## src/rtl/control_unit_pkg.sv

```systemverilog
// Shared encodings for the control unit and the datapath ALU: opcodes, FSM states,
// ALU op selects and the packed control word.
package control_unit_pkg;

   typedef enum logic [3:0] {
      ST_RESET, ST_T0, ST_T1, ST_T1W, ST_T2, ST_T3, ST_T4, ST_T5, ST_T6, ST_T7, ST_HALT
   } state_e;

   localparam logic [4:0] OP_LD   = 5'b00000;
   localparam logic [4:0] OP_LDI  = 5'b00001;
   localparam logic [4:0] OP_ST   = 5'b00010;
   localparam logic [4:0] OP_ADD  = 5'b00011;
   localparam logic [4:0] OP_SHL  = 5'b01011;
   localparam logic [4:0] OP_ADDI = 5'b01100;
   localparam logic [4:0] OP_ANDI = 5'b01101;
   localparam logic [4:0] OP_ORI  = 5'b01110;
   localparam logic [4:0] OP_MUL  = 5'b01111;
   localparam logic [4:0] OP_DIV  = 5'b10000;
   localparam logic [4:0] OP_NEG  = 5'b10001;
   localparam logic [4:0] OP_NOT  = 5'b10010;
   localparam logic [4:0] OP_BR   = 5'b10011;
   localparam logic [4:0] OP_JR   = 5'b10100;
   localparam logic [4:0] OP_IN   = 5'b10110;
   localparam logic [4:0] OP_OUT  = 5'b10111;
   localparam logic [4:0] OP_MFHI = 5'b11000;
   localparam logic [4:0] OP_MFLO = 5'b11001;
   localparam logic [4:0] OP_NOP  = 5'b11010;
   localparam logic [4:0] OP_HALT = 5'b11011;

   localparam logic [4:0] ALU_NONE = 5'b00000;
   localparam logic [4:0] ALU_ADD  = 5'b00011;

   typedef struct packed {
      logic run;
      logic pc_in, ir_in, y_in, z_in, hi_in, lo_in, mar_in, mdr_in, outport_in, inc_pc, con_in;
      logic pc_out, zhigh_out, zlow_out, hi_out, lo_out, mdr_out, inport_out, c_out;
      logic read, write, gra, grb, grc, rin, rout, ba_out;
      logic [4:0] alu;
   } ctrl_t;

   function automatic logic is_reg_alu(input logic [4:0] op);
      return (op >= OP_ADD) && (op <= OP_SHL);
   endfunction

   function automatic logic is_imm(input logic [4:0] op);
      return op inside {OP_ADDI, OP_ANDI, OP_ORI};
   endfunction

   function automatic logic is_mem(input logic [4:0] op);
      return op inside {OP_LD, OP_LDI, OP_ST};
   endfunction

   // Opcodes that run past T2; everything else (nop, jal, unused codes) refetches.
   function automatic logic has_exec(input logic [4:0] op);
      return (op <= OP_NOT) || (op inside {OP_BR, OP_JR, OP_IN, OP_OUT, OP_MFHI, OP_MFLO});
   endfunction

endpackage

```

## src/rtl/control_unit.sv

```systemverilog
// Moore sequencer for the CPU datapath: fetch, decode and per-opcode execute steps.
//   state    | meaning
//   RESET    | clr held low, all outputs low
//   T0       | PC to MAR, increment PC
//   T1/T1W   | instruction read, T1W repeats until the wait count expires
//   T2       | MDR to IR, opcode captured
//   T3..T7   | execute steps, meaning depends on the captured opcode
//   HALT     | idle until reset
module control_unit
   import control_unit_pkg::*;
#(
   parameter int unsigned MEM_WAIT = 1
) (
   input  logic        clk,
   input  logic        clr,
   input  logic [31:0] IR_Data,
   input  logic        CON_out,
   input  logic        stop,
   output logic        run,
   output logic        PC_in, IR_in, Y_in, Z_in, HI_in, LO_in, MAR_in, MDR_in, OutPort_in, IncPC, CON_in,
   output logic        PC_out, Zhigh_out, Zlow_out, HI_out, LO_out, MDR_out, InPort_out, C_out,
   output logic        Read, Write, Gra, Grb, Grc, Rin, Rout, BAout,
   output logic [4:0]  alu_instruction_bits
);

   localparam logic [1:0] WAIT_LOAD = 2'(MEM_WAIT - 1);

   state_e     state_q, state_d;
   logic [1:0] cnt_q, cnt_d;
   logic [4:0] op_q, op_d;
   logic       br_q, br_d;
   logic       stop_q, stop_d;
   logic       done;
   ctrl_t      ctrl;

   logic [4:0] ir_op;
   logic       unused_ir;
   assign ir_op     = IR_Data[31:27];
   assign unused_ir = ^IR_Data[26:0];

   always_ff @(posedge clk) begin
      if (!clr) begin
         state_q <= ST_RESET;
         cnt_q   <= '0;
         op_q    <= '0;
         br_q    <= 1'b0;
         stop_q  <= 1'b0;
      end else begin
         state_q <= state_d;
         cnt_q   <= cnt_d;
         op_q    <= op_d;
         br_q    <= br_d;
         stop_q  <= stop_d;
      end
   end

   always_comb begin
      state_d  = state_q;
      cnt_d    = cnt_q;
      op_d     = op_q;
      br_d     = br_q;
      done     = 1'b0;
      ctrl     = '0;
      ctrl.run = (state_q != ST_RESET) && (state_q != ST_HALT);
      case (state_q)
         ST_RESET: state_d = ST_T0;
         ST_T0: begin
            ctrl.pc_out = 1'b1; ctrl.mar_in = 1'b1; ctrl.inc_pc = 1'b1;
            cnt_d   = WAIT_LOAD;
            state_d = ST_T1;
         end
         ST_T1, ST_T1W: begin
            ctrl.read   = 1'b1;
            ctrl.mdr_in = (cnt_q == 2'd0);
            if (cnt_q == 2'd0) state_d = ST_T2;
            else begin
               cnt_d   = cnt_q - 2'd1;
               state_d = ST_T1W;
            end
         end
         ST_T2: begin
            ctrl.mdr_out = 1'b1; ctrl.ir_in = 1'b1;
            op_d = ir_op;
            if (ir_op == OP_HALT)    state_d = ST_HALT;
            else if (has_exec(ir_op)) state_d = ST_T3;
            else                      done = 1'b1;
         end
         ST_T3: begin
            state_d = ST_T4;
            if (is_reg_alu(op_q) || is_imm(op_q)) begin
               ctrl.grb = 1'b1; ctrl.rout = 1'b1; ctrl.y_in = 1'b1;
            end else if (op_q inside {OP_MUL, OP_DIV}) begin
               ctrl.gra = 1'b1; ctrl.rout = 1'b1; ctrl.y_in = 1'b1;
            end else if (op_q inside {OP_NEG, OP_NOT}) begin
               ctrl.grb = 1'b1; ctrl.rout = 1'b1; ctrl.z_in = 1'b1; ctrl.alu = op_q;
            end else if (is_mem(op_q)) begin
               ctrl.grb = 1'b1; ctrl.ba_out = 1'b1; ctrl.y_in = 1'b1;
            end else if (op_q == OP_BR) begin
               ctrl.gra = 1'b1; ctrl.rout = 1'b1; ctrl.con_in = 1'b1;
            end else begin
               done = 1'b1;
               case (op_q)
                  OP_JR:   begin ctrl.gra = 1'b1; ctrl.rout = 1'b1; ctrl.pc_in = 1'b1; end
                  OP_IN:   begin ctrl.inport_out = 1'b1; ctrl.gra = 1'b1; ctrl.rin = 1'b1; end
                  OP_OUT:  begin ctrl.gra = 1'b1; ctrl.rout = 1'b1; ctrl.outport_in = 1'b1; end
                  OP_MFHI: begin ctrl.hi_out = 1'b1; ctrl.gra = 1'b1; ctrl.rin = 1'b1; end
                  OP_MFLO: begin ctrl.lo_out = 1'b1; ctrl.gra = 1'b1; ctrl.rin = 1'b1; end
                  default: ;
               endcase
            end
         end
         ST_T4: begin
            state_d = ST_T5;
            if (is_reg_alu(op_q)) begin
               ctrl.grc = 1'b1; ctrl.rout = 1'b1; ctrl.z_in = 1'b1; ctrl.alu = op_q;
            end else if (is_imm(op_q)) begin
               ctrl.c_out = 1'b1; ctrl.z_in = 1'b1; ctrl.alu = op_q;
            end else if (op_q inside {OP_MUL, OP_DIV}) begin
               ctrl.grb = 1'b1; ctrl.rout = 1'b1; ctrl.z_in = 1'b1; ctrl.alu = op_q;
            end else if (op_q inside {OP_NEG, OP_NOT}) begin
               ctrl.zlow_out = 1'b1; ctrl.gra = 1'b1; ctrl.rin = 1'b1;
               done = 1'b1;
            end else if (is_mem(op_q)) begin
               ctrl.c_out = 1'b1; ctrl.z_in = 1'b1; ctrl.alu = ALU_ADD;
            end else if (op_q == OP_BR) begin
               ctrl.pc_out = 1'b1; ctrl.y_in = 1'b1;
            end else done = 1'b1;
         end
         ST_T5: begin
            state_d = ST_T6;
            if (is_reg_alu(op_q) || is_imm(op_q) || op_q == OP_LDI) begin
               ctrl.zlow_out = 1'b1; ctrl.gra = 1'b1; ctrl.rin = 1'b1;
               done = 1'b1;
            end else if (op_q inside {OP_MUL, OP_DIV}) begin
               ctrl.zlow_out = 1'b1; ctrl.lo_in = 1'b1;
            end else if (op_q inside {OP_LD, OP_ST}) begin
               ctrl.zlow_out = 1'b1; ctrl.mar_in = 1'b1;
               cnt_d = WAIT_LOAD;
            end else if (op_q == OP_BR) begin
               ctrl.c_out = 1'b1; ctrl.z_in = 1'b1; ctrl.alu = ALU_ADD;
               br_d = CON_out;
            end else done = 1'b1;
         end
         ST_T6: begin
            if (op_q inside {OP_MUL, OP_DIV}) begin
               ctrl.zhigh_out = 1'b1; ctrl.hi_in = 1'b1;
               done = 1'b1;
            end else if (op_q == OP_LD) begin
               ctrl.read   = 1'b1;
               ctrl.mdr_in = (cnt_q == 2'd0);
               if (cnt_q == 2'd0) state_d = ST_T7;
               else               cnt_d   = cnt_q - 2'd1;
            end else if (op_q == OP_ST) begin
               ctrl.gra = 1'b1; ctrl.rout = 1'b1; ctrl.mdr_in = 1'b1;
               state_d = ST_T7;
            end else if (op_q == OP_BR) begin
               ctrl.zlow_out = 1'b1; ctrl.pc_in = br_q;
               done = 1'b1;
            end else done = 1'b1;
         end
         ST_T7: begin
            if (op_q == OP_LD) begin
               ctrl.mdr_out = 1'b1; ctrl.gra = 1'b1; ctrl.rin = 1'b1;
            end else if (op_q == OP_ST) ctrl.write = 1'b1;
            done = 1'b1;
         end
         ST_HALT: state_d = ST_HALT;
         default: state_d = ST_RESET;
      endcase
      if (done) state_d = (stop_q || stop) ? ST_HALT : ST_T0;
      // A stop request sticks until the instruction that saw it has retired.
      stop_d = ctrl.run && (stop_q || stop) && (state_d != ST_T0);
   end

   assign run                  = ctrl.run;
   assign PC_in                = ctrl.pc_in;
   assign IR_in                = ctrl.ir_in;
   assign Y_in                 = ctrl.y_in;
   assign Z_in                 = ctrl.z_in;
   assign HI_in                = ctrl.hi_in;
   assign LO_in                = ctrl.lo_in;
   assign MAR_in               = ctrl.mar_in;
   assign MDR_in               = ctrl.mdr_in;
   assign OutPort_in           = ctrl.outport_in;
   assign IncPC                = ctrl.inc_pc;
   assign CON_in               = ctrl.con_in;
   assign PC_out               = ctrl.pc_out;
   assign Zhigh_out            = ctrl.zhigh_out;
   assign Zlow_out             = ctrl.zlow_out;
   assign HI_out               = ctrl.hi_out;
   assign LO_out               = ctrl.lo_out;
   assign MDR_out              = ctrl.mdr_out;
   assign InPort_out           = ctrl.inport_out;
   assign C_out                = ctrl.c_out;
   assign Read                 = ctrl.read;
   assign Write                = ctrl.write;
   assign Gra                  = ctrl.gra;
   assign Grb                  = ctrl.grb;
   assign Grc                  = ctrl.grc;
   assign Rin                  = ctrl.rin;
   assign Rout                 = ctrl.rout;
   assign BAout                = ctrl.ba_out;
   assign alu_instruction_bits = ctrl.alu;

endmodule

```

## config.mk

```make
export PLATFORM = sky130hd
export DESIGN_NAME = control_unit
export DESIGN_NICKNAME = d
export VERILOG_FILES = /design/src/rtl/control_unit_pkg.sv /design/src/rtl/control_unit.sv
export SDC_FILE = /design/constraint.sdc
export NUM_CORES = 1
export LEC_CHECK = 0
export ABC_AREA = 1
export CORE_UTILIZATION = 57
export CTS_CLUSTER_SIZE = 40
export DETAILED_ROUTE_END_ITERATION = 7
export DONT_BUFFER_PORTS = 1
export GPL_ROUTABILITY_DRIVEN = 0
export PLACE_DENSITY_LB_ADDON = 0.3
export SYNTH_ARGS = -nofsm -noshare
export SYNTH_HDL_FRONTEND = slang
export SYNTH_SLANG_ARGS = --single-unit
```

## constraint.sdc

```tcl
create_clock -name clk -period 1.6 [get_ports clk]
set_input_delay 0.32 -clock clk [delete_from_list [all_inputs] [get_ports clk]]
set_output_delay 0.32 -clock clk [all_outputs]
set_load 0.05 [all_outputs]
```

==> results of run 1 <==
==> per-stage QoR <==
step | area (sq um) | setup TNS [ns] | setup slack (ns)
3_3_place_gp | 2640 | -3.60 | -0.241
2_1_floorplan | 1690 | -2.26 | -0.238
==> cells by family after synthesis <==
group	after synthesis	share of synthesized area, %
AND/OR/NAND/NOR	126	46.8
AO/OA/AOI/OAI	46	19.4
buffers and inverters	39	13.0
adder cells (fa/ha/maj)	1	0.953
flip-flops	13	19.8
==> cells in the mapped netlist, drive strengths merged (3+ instances only) <==
| cell type | count | area (sq um) |
|---|---|---|
| o21ai | 27 | 143 |
| nand3 | 17 | 100 |
| nor2 | 51 | 233 |
| nand2 | 42 | 180 |
| nand4 | 5 | 31.3 |
| nor3 | 8 | 45.0 |
| inv | 35 | 131 |
| a21oi | 13 | 68.8 |
| nor4 | 3 | 25.0 |
| dfxtp | 13 | 260 |
| buf | 3 | 30.0 |
==> impl_metrics.py, run 1 <==
metrics = {
    "outcome": {
        "status": "did not finish",
        "stop_stage": "3_5_place_dp",
        "error": "[ERROR DPL-0038] Utilization greater than 100%, impossible to legalize",
    },
    "die": {
        "die_h_um": 50.0,
        "initial_core_util_pct": 59.9,
        "die_w_um": 50.0,
        "rows": 17,
        "io_pins": 69,
    },
    "synthesis": {
        "synth-edff-count": 0,
        "ys_seq_elements": 13,
        "ys_warn_count": 0,
        "yosysSeqAreaShare_pct": 19.8,
        "synth_nets": 262,
        "ys_async_sr_fraction_pct": 0,
        "synthCells": 225,
        "yosysUniqueCellTypes": 32,
        "syn_area_sq_um": 1310,
        "synth_top_flop_cell": "dfxtp_1",
        "synth_area_per_cell_sq_um": 5.83,
    },
    "placement": {
        "io_buffers": 0,
    },
}
==> run 2: changes to the inputs <==
Settings changed: CORE_AREA set to 2 2 63 65, CORE_UTILIZATION 57 to not set, CTS_CLUSTER_SIZE 40 to not set, DIE_AREA set to 0 0 65 67, PLACE_DENSITY_LB_ADDON 0.3 to 0.15.
Clock period 1.6 ns to 2.1 ns, I/O delays scaled along.
==> run 2 against run 1 <==
  * The flow now finishes, with violations (negative setup slack)
  * Synthesized area unchanged
  * Synthesized cell count unchanged
==> impl_metrics.py, run 2 <==
metrics = {
    "outcome": {
        "status": "finished with violations",
        "violations": "negative setup slack",
    },
    "worst_setup_path": {
        "critPathArrivalTime_ns": 1.74,
        "end_kind": "primary output",
        "crit_path_start": "op_q[2]",
        "cp-start-kind": "flip-flop",
        "critPathMaxFanout": 5,
        "crit_required_ns": 1.68,
        "worstReg2RegStart": "state_q[1]",
        "criticalPathCategory": "reg2out",
    },
    "cells_and_area": {
        "nets": 315,
        "top_register": "op_q",
        "largest_reg_flops": 5,
        "fillers": 357,
        "layout_common_cells": "nor2_1, buf_4, nand2_1, inv_1, o21ai_0",
        "area_growth_pct": 61.7,
        "final_common_cell": "nor2_1",
        "multiInputGateArea_sq_um": 1040,
        "reg_top3": "op_q (5), state_q (4), cnt_q (2)",
        "final_area_sq_um": 2120,
        "antennaDiodeCount": 0,
        "seq_area_sq_um": 274,
        "drive_above_1_share_pct": 40.4,
    },
    "clock_network": {
        "cts_max_path_buffers": 2,
        "numCtsBuffers": 3,
        "clock-root-buffer": "clkbuf_8",
        "cts_tree": "yes",
        "path_clk_slew_ns": 0.06,
        "clk_latency_ns": 0.25,
        "clkSinkCount": 13,
        "cts_htree_levels": 1,
    },
    "power_and_ir_drop": {
        "pwr_density_cell_nw_per_um2": 1400,
        "peakVddDrop_mv": 0.737,
        "p_leak_nw": 0.964,
        "total_power_mw": 2.98,
    },
    "die": {
        "die_w_um": 65,
        "initial_core_util_pct": 36.4,
        "die-area_sq_um": 4360,
        "rows": 22,
        "die_h_um": 67,
        "core_area_sq_um": 3610,
        "io_pins": 69,
    },
    "synthesis": {
        "synth.top_cell.area_share_pct": 19.8,
        "synth-edff-count": 0,
        "ys_async_sr_fraction_pct": 0,
        "yosysUniqueCellTypes": 32,
        "synth_nets": 262,
        "ys_warn_count": 0,
        "synth_common_cells": "nor2_1, nand2_1, inv_1",
        "ys_seq_elements": 13,
        "synth_top_flop_cell": "dfxtp_1",
        "synth_area_per_cell_sq_um": 5.83,
        "ys_top_cells_by_area": "dfxtp_1, nor2_1, nand2_1, o21ai_0, inv_1",
        "synth_most_common_cell": "nor2_1",
        "syn_area_sq_um": 1310,
        "synthCells": 225,
        "synth_top_area_cell": "dfxtp_1",
        "yosysSeqAreaShare_pct": 19.8,
    },
    "placement": {
        "io_buffers": 0,
        "pre_cts_ws_ns": 0.0833,
        "placed_area_sq_um": 1890,
        "post-dp-hpwl_mm": 3.48,
    },
    "detailed_routing": {
        "wl_mm": 4.33,
        "drc_errors": 0,
        "wire_per_inst_um": 13.3,
        "routed_via_density": 5.12,
        "num_vias": 1663,
        "drtPass1Iterations": 4,
        "drt_iter0_drc": 74,
        "ant_nets": 0,
    },
    "timing": {
        "slew_viol_final": 0,
        "hold_viol_final": 0,
        "slew_headroom_pct": 78.2,
        "setup_tns_ns": -0.192,
        "fin_crit_sh_pct": 103,
        "whs_ns": 0.293,
        "tightestPinTransition_ns": 0.326,
        "rsz0062_at_grt": "true",
        "max_freq_ghz": 0.463,
        "layout_setup_ws_ns": -0.0588,
        "min_period_ns": 2.16,
        "skew_ns": 0.00125,
        "finalSetupViolCount": 5,
    },
    "global_routing": {
        "grt_usage_pct": 20.9,
        "grt-ovfl-total": 0,
        "grt_pass1_vias": 1569,
        "antenna_found_initial": 0,
        "grt_pass1_wl_mm": 7.06,
        "grt_max_degree": 10,
    },
    "min_path": {
        "hp-start": "clr",
        "min_path_type": "in2reg",
    },
    "job": {
        "cap_viol_max_count": 0,
    },
}
[run 2: cell counts after synthesis]
Identical to the previous run, type by type.
[run 2: repair_timing]
action,4_1_cts,5_1_grt
buffers inserted,4,1
hold buffers,0,0
endpoints found under the setup margin,12,18
gates cloned,0,0
pin swaps,3,3
gates resized for setup,18,22
[run 2: critical path: stages (launching register included)]
cell and delay (ns):
dfxtp_4 0.37, nor2_4 0.18, inv_2 0.10, nor4_4 0.21, nand2_1 0.12, o21a_2 0.17
a21oi_2 0.17, buf_12 0.15
[run 2: final timing paths]
path	endpoint	slack [ns]	cells past startpoint
worst max register to register	cnt_q[1]	0.39	10
worst max-delay path	alu_instruction_bits[0]	-0.06	7
worst min register to register	br_q	0.47	2
worst min-delay path	state_q[0]	0.29	2
[run 2: metal layers]
metal	share of wire [%]	GRT usage, %	wire, um	up-vias
met3	4.5	2.20	195	7
met4	1.8	9.84	80	0
li1	-	-	-	849
met5	0	0	0	-
met1	43	24.4	1880	753
met2	50	38.1	2170	54
[run 2: through the flow]
step,utilization (%),std cells
finish,58.8,325
global route,58.8,325
CTS,56.7,324
detailed placement,52.4,316
global placement,52.4,316
floorplan,-,225
[run 2: final cells by class]
cell class	count	area share, %
inverters	36	6.60
multi-input cells	173	49.1
repair buffers	51	26.4
flip-flops and latches	13	12.9
clock buffers	4	2.12
well taps	48	2.83
[run 2: power by group]
group          switching (mW)  internal [mW]
registers               0.118          0.346
clock network          0.0968          0.134
logic                    1.44          0.842
[run 2: cells by family after synthesis]
| logic type | Yosys count | synth area share, % |
|---|---|---|
| buffers and inverters | 39 | 13.0 |
| adder cells (fa/ha/maj) | 1 | 0.953 |
| AND/OR/NAND/NOR | 126 | 46.8 |
| flip-flops | 13 | 19.8 |
| AO/OA/AOI/OAI | 46 | 19.4 |
Note: power is estimated with default switching activity, not from simulation.
==> run 3: changes to the inputs <==
Settings changed: MAX_ROUTING_LAYER set to met4.
==> run 3 against run 2 <==
  * The flow still finishes with violations (negative setup slack)
  * Non-clock buffer count unchanged
  * Utilization did not move
  * Register-to-register slack barely moved
  * Highest routed layer unchanged
==> impl_metrics.py, run 3 (synthesis results as in run 2) <==
metrics = {
    "timing": {
        "skew_ns": 0.00146,
        "slew_viol_final": 0,
        "layout_setup_ws_ns": -0.0592,
        "rsz0062_at_grt": "true",
        "slew_headroom_pct": 78.1,
        "max_freq_ghz": 0.463,
        "whs_ns": 0.293,
        "finalSetupViolCount": 5,
        "fin_crit_sh_pct": 103,
        "tightestPinTransition_ns": 0.328,
        "min_period_ns": 2.16,
        "hold_viol_final": 0,
    },
    "worst_setup_path": {
        "cp_top_family": "simple AND/OR/NAND/NOR gates",
        "crit_required_ns": 1.68,
        "cp-start-kind": "flip-flop",
        "cp_cell_sequence": "nor2_4 -> inv_2 -> nor4_4 -> nand2_1 -> o21a_2 -> a21oi_2 -> buf_12",
        "criticalPathCategory": "reg2out",
        "critPathMaxFanout": 5,
        "end_kind": "primary output",
        "path_buf_inv": 2,
        "critical-path-max-stage-delay_ns": 0.37,
        "critPathArrivalTime_ns": 1.74,
        "crit_slowest_cell": "dfxtp_4",
    },
    "detailed_routing": {
        "routed_via_density": 5.12,
        "num_vias": 1664,
        "wl_mm": 4.33,
        "drt_iter0_drc": 78,
        "ant_nets": 0,
        "drtPass1Iterations": 4,
        "drc_errors": 0,
        "wire_per_inst_um": 13.3,
    },
    "clock_network": {
        "clock-root-buffer": "clkbuf_8",
        "clk_latency_ns": 0.25,
        "path_clk_slew_ns": 0.06,
        "numCtsBuffers": 3,
        "cts_tree": "yes",
        "clkSinkCount": 13,
        "cts_max_path_buffers": 2,
        "ctsHoldBuffers": 0,
        "cts_htree_levels": 1,
    },
    "die": {
        "io_pins": 69,
        "die_w_um": 65,
        "initial_core_util_pct": 36.4,
        "rows": 22,
        "die-area_sq_um": 4360,
        "core_area_sq_um": 3610,
        "die_h_um": 67,
    },
    "global_routing": {
        "grt_pass1_wl_mm": 7.06,
        "antenna_found_initial": 0,
        "grt_pass1_vias": 1568,
        "grt_max_degree": 10,
        "grt_usage_pct": 21.5,
        "grt-ovfl-total": 0,
    },
    "cells_and_area": {
        "reg_top3": "op_q (5), state_q (4), cnt_q (2)",
        "final_common_cell": "nor2_1",
        "largest_reg_flops": 5,
        "final_area_sq_um": 2120,
        "area_growth_pct": 61.7,
        "top_register": "op_q",
        "fillers": 357,
        "drive_above_1_share_pct": 40.4,
        "layout_common_cells": "nor2_1, buf_4, nand2_1, inv_1, o21ai_0",
        "antennaDiodeCount": 0,
        "nets": 315,
    },
    "outcome": {
        "status": "finished with violations",
        "violations": "negative setup slack",
    },
    "power_and_ir_drop": {
        "p_leak_nw": 0.964,
        "peakVddDrop_mv": 0.736,
        "pwr_density_cell_nw_per_um2": 1400,
    },
    "min_path": {
        "min_path_type": "in2reg",
    },
    "placement": {
        "post-dp-hpwl_mm": 3.48,
        "io_buffers": 0,
        "placed_area_sq_um": 1890,
    },
    "job": {
        "cap_viol_max_count": 0,
    },
}
run 3: cell type report:
class                      instances  area (sq um)  area share, %
tap                               48          60.1           2.83
sequential                        13           274           12.9
inverter                          36           140           6.60
multi-input combinational        173          1040           49.1
timing repair buffer              51           561           26.4
clock buffer                       4          45.0           2.12
run 3: metal layers:
layer	up-vias	share of wire [%]	track usage, %
li1	851	-	-
met5	-	0	-
met1	752	44	24.6
met2	54	50	38.1
met3	7	4.3	1.86
met4	0	1.8	9.84
run 3: timing repair:
action | in CTS | in global routing
setup endpoints to repair | 12 | 18
resized for setup | 18 | 22
buffers inserted | 4 | 1
pin swaps | 3 | 3
run 3: metrics by stage:
step	setup slack, ns	instances	setup TNS, ns	util, %	total power [mW]
after CTS	-0.0539	324	-0.158	56.7	2.89
after floorplan	-0.249	225	-0.564	-	1.83
after global placement	0.0919	316	0	52.4	2.49
final	-0.0592	325	-0.192	58.8	2.98
after global routing	-0.144	325	-0.835	58.8	3.20
after detailed placement	0.0833	316	0	52.4	2.50
run 3: path summary, 6_finish.rpt:
check	start	end	slack (ns)	depth (start not counted)
worst max register to register	state_q[1]	cnt_q[1]	0.39	10
worst min-delay path	clr	state_q[0]	0.29	2
worst max-delay path	op_q[2]	alu_instruction_bits[0]	-0.06	7
worst min register to register	br_q	br_q	0.47	2
run 3: where the power goes:
| part | switching [mW] | total (mW) | internal (mW) |
|---|---|---|---|
| combinational | 1.44 | 2.28 | 0.842 |
| sequential | 0.118 | 0.463 | 0.346 |
| clock | 0.0970 | 0.232 | 0.134 |
| total | 1.66 | 2.98 | 1.32 |
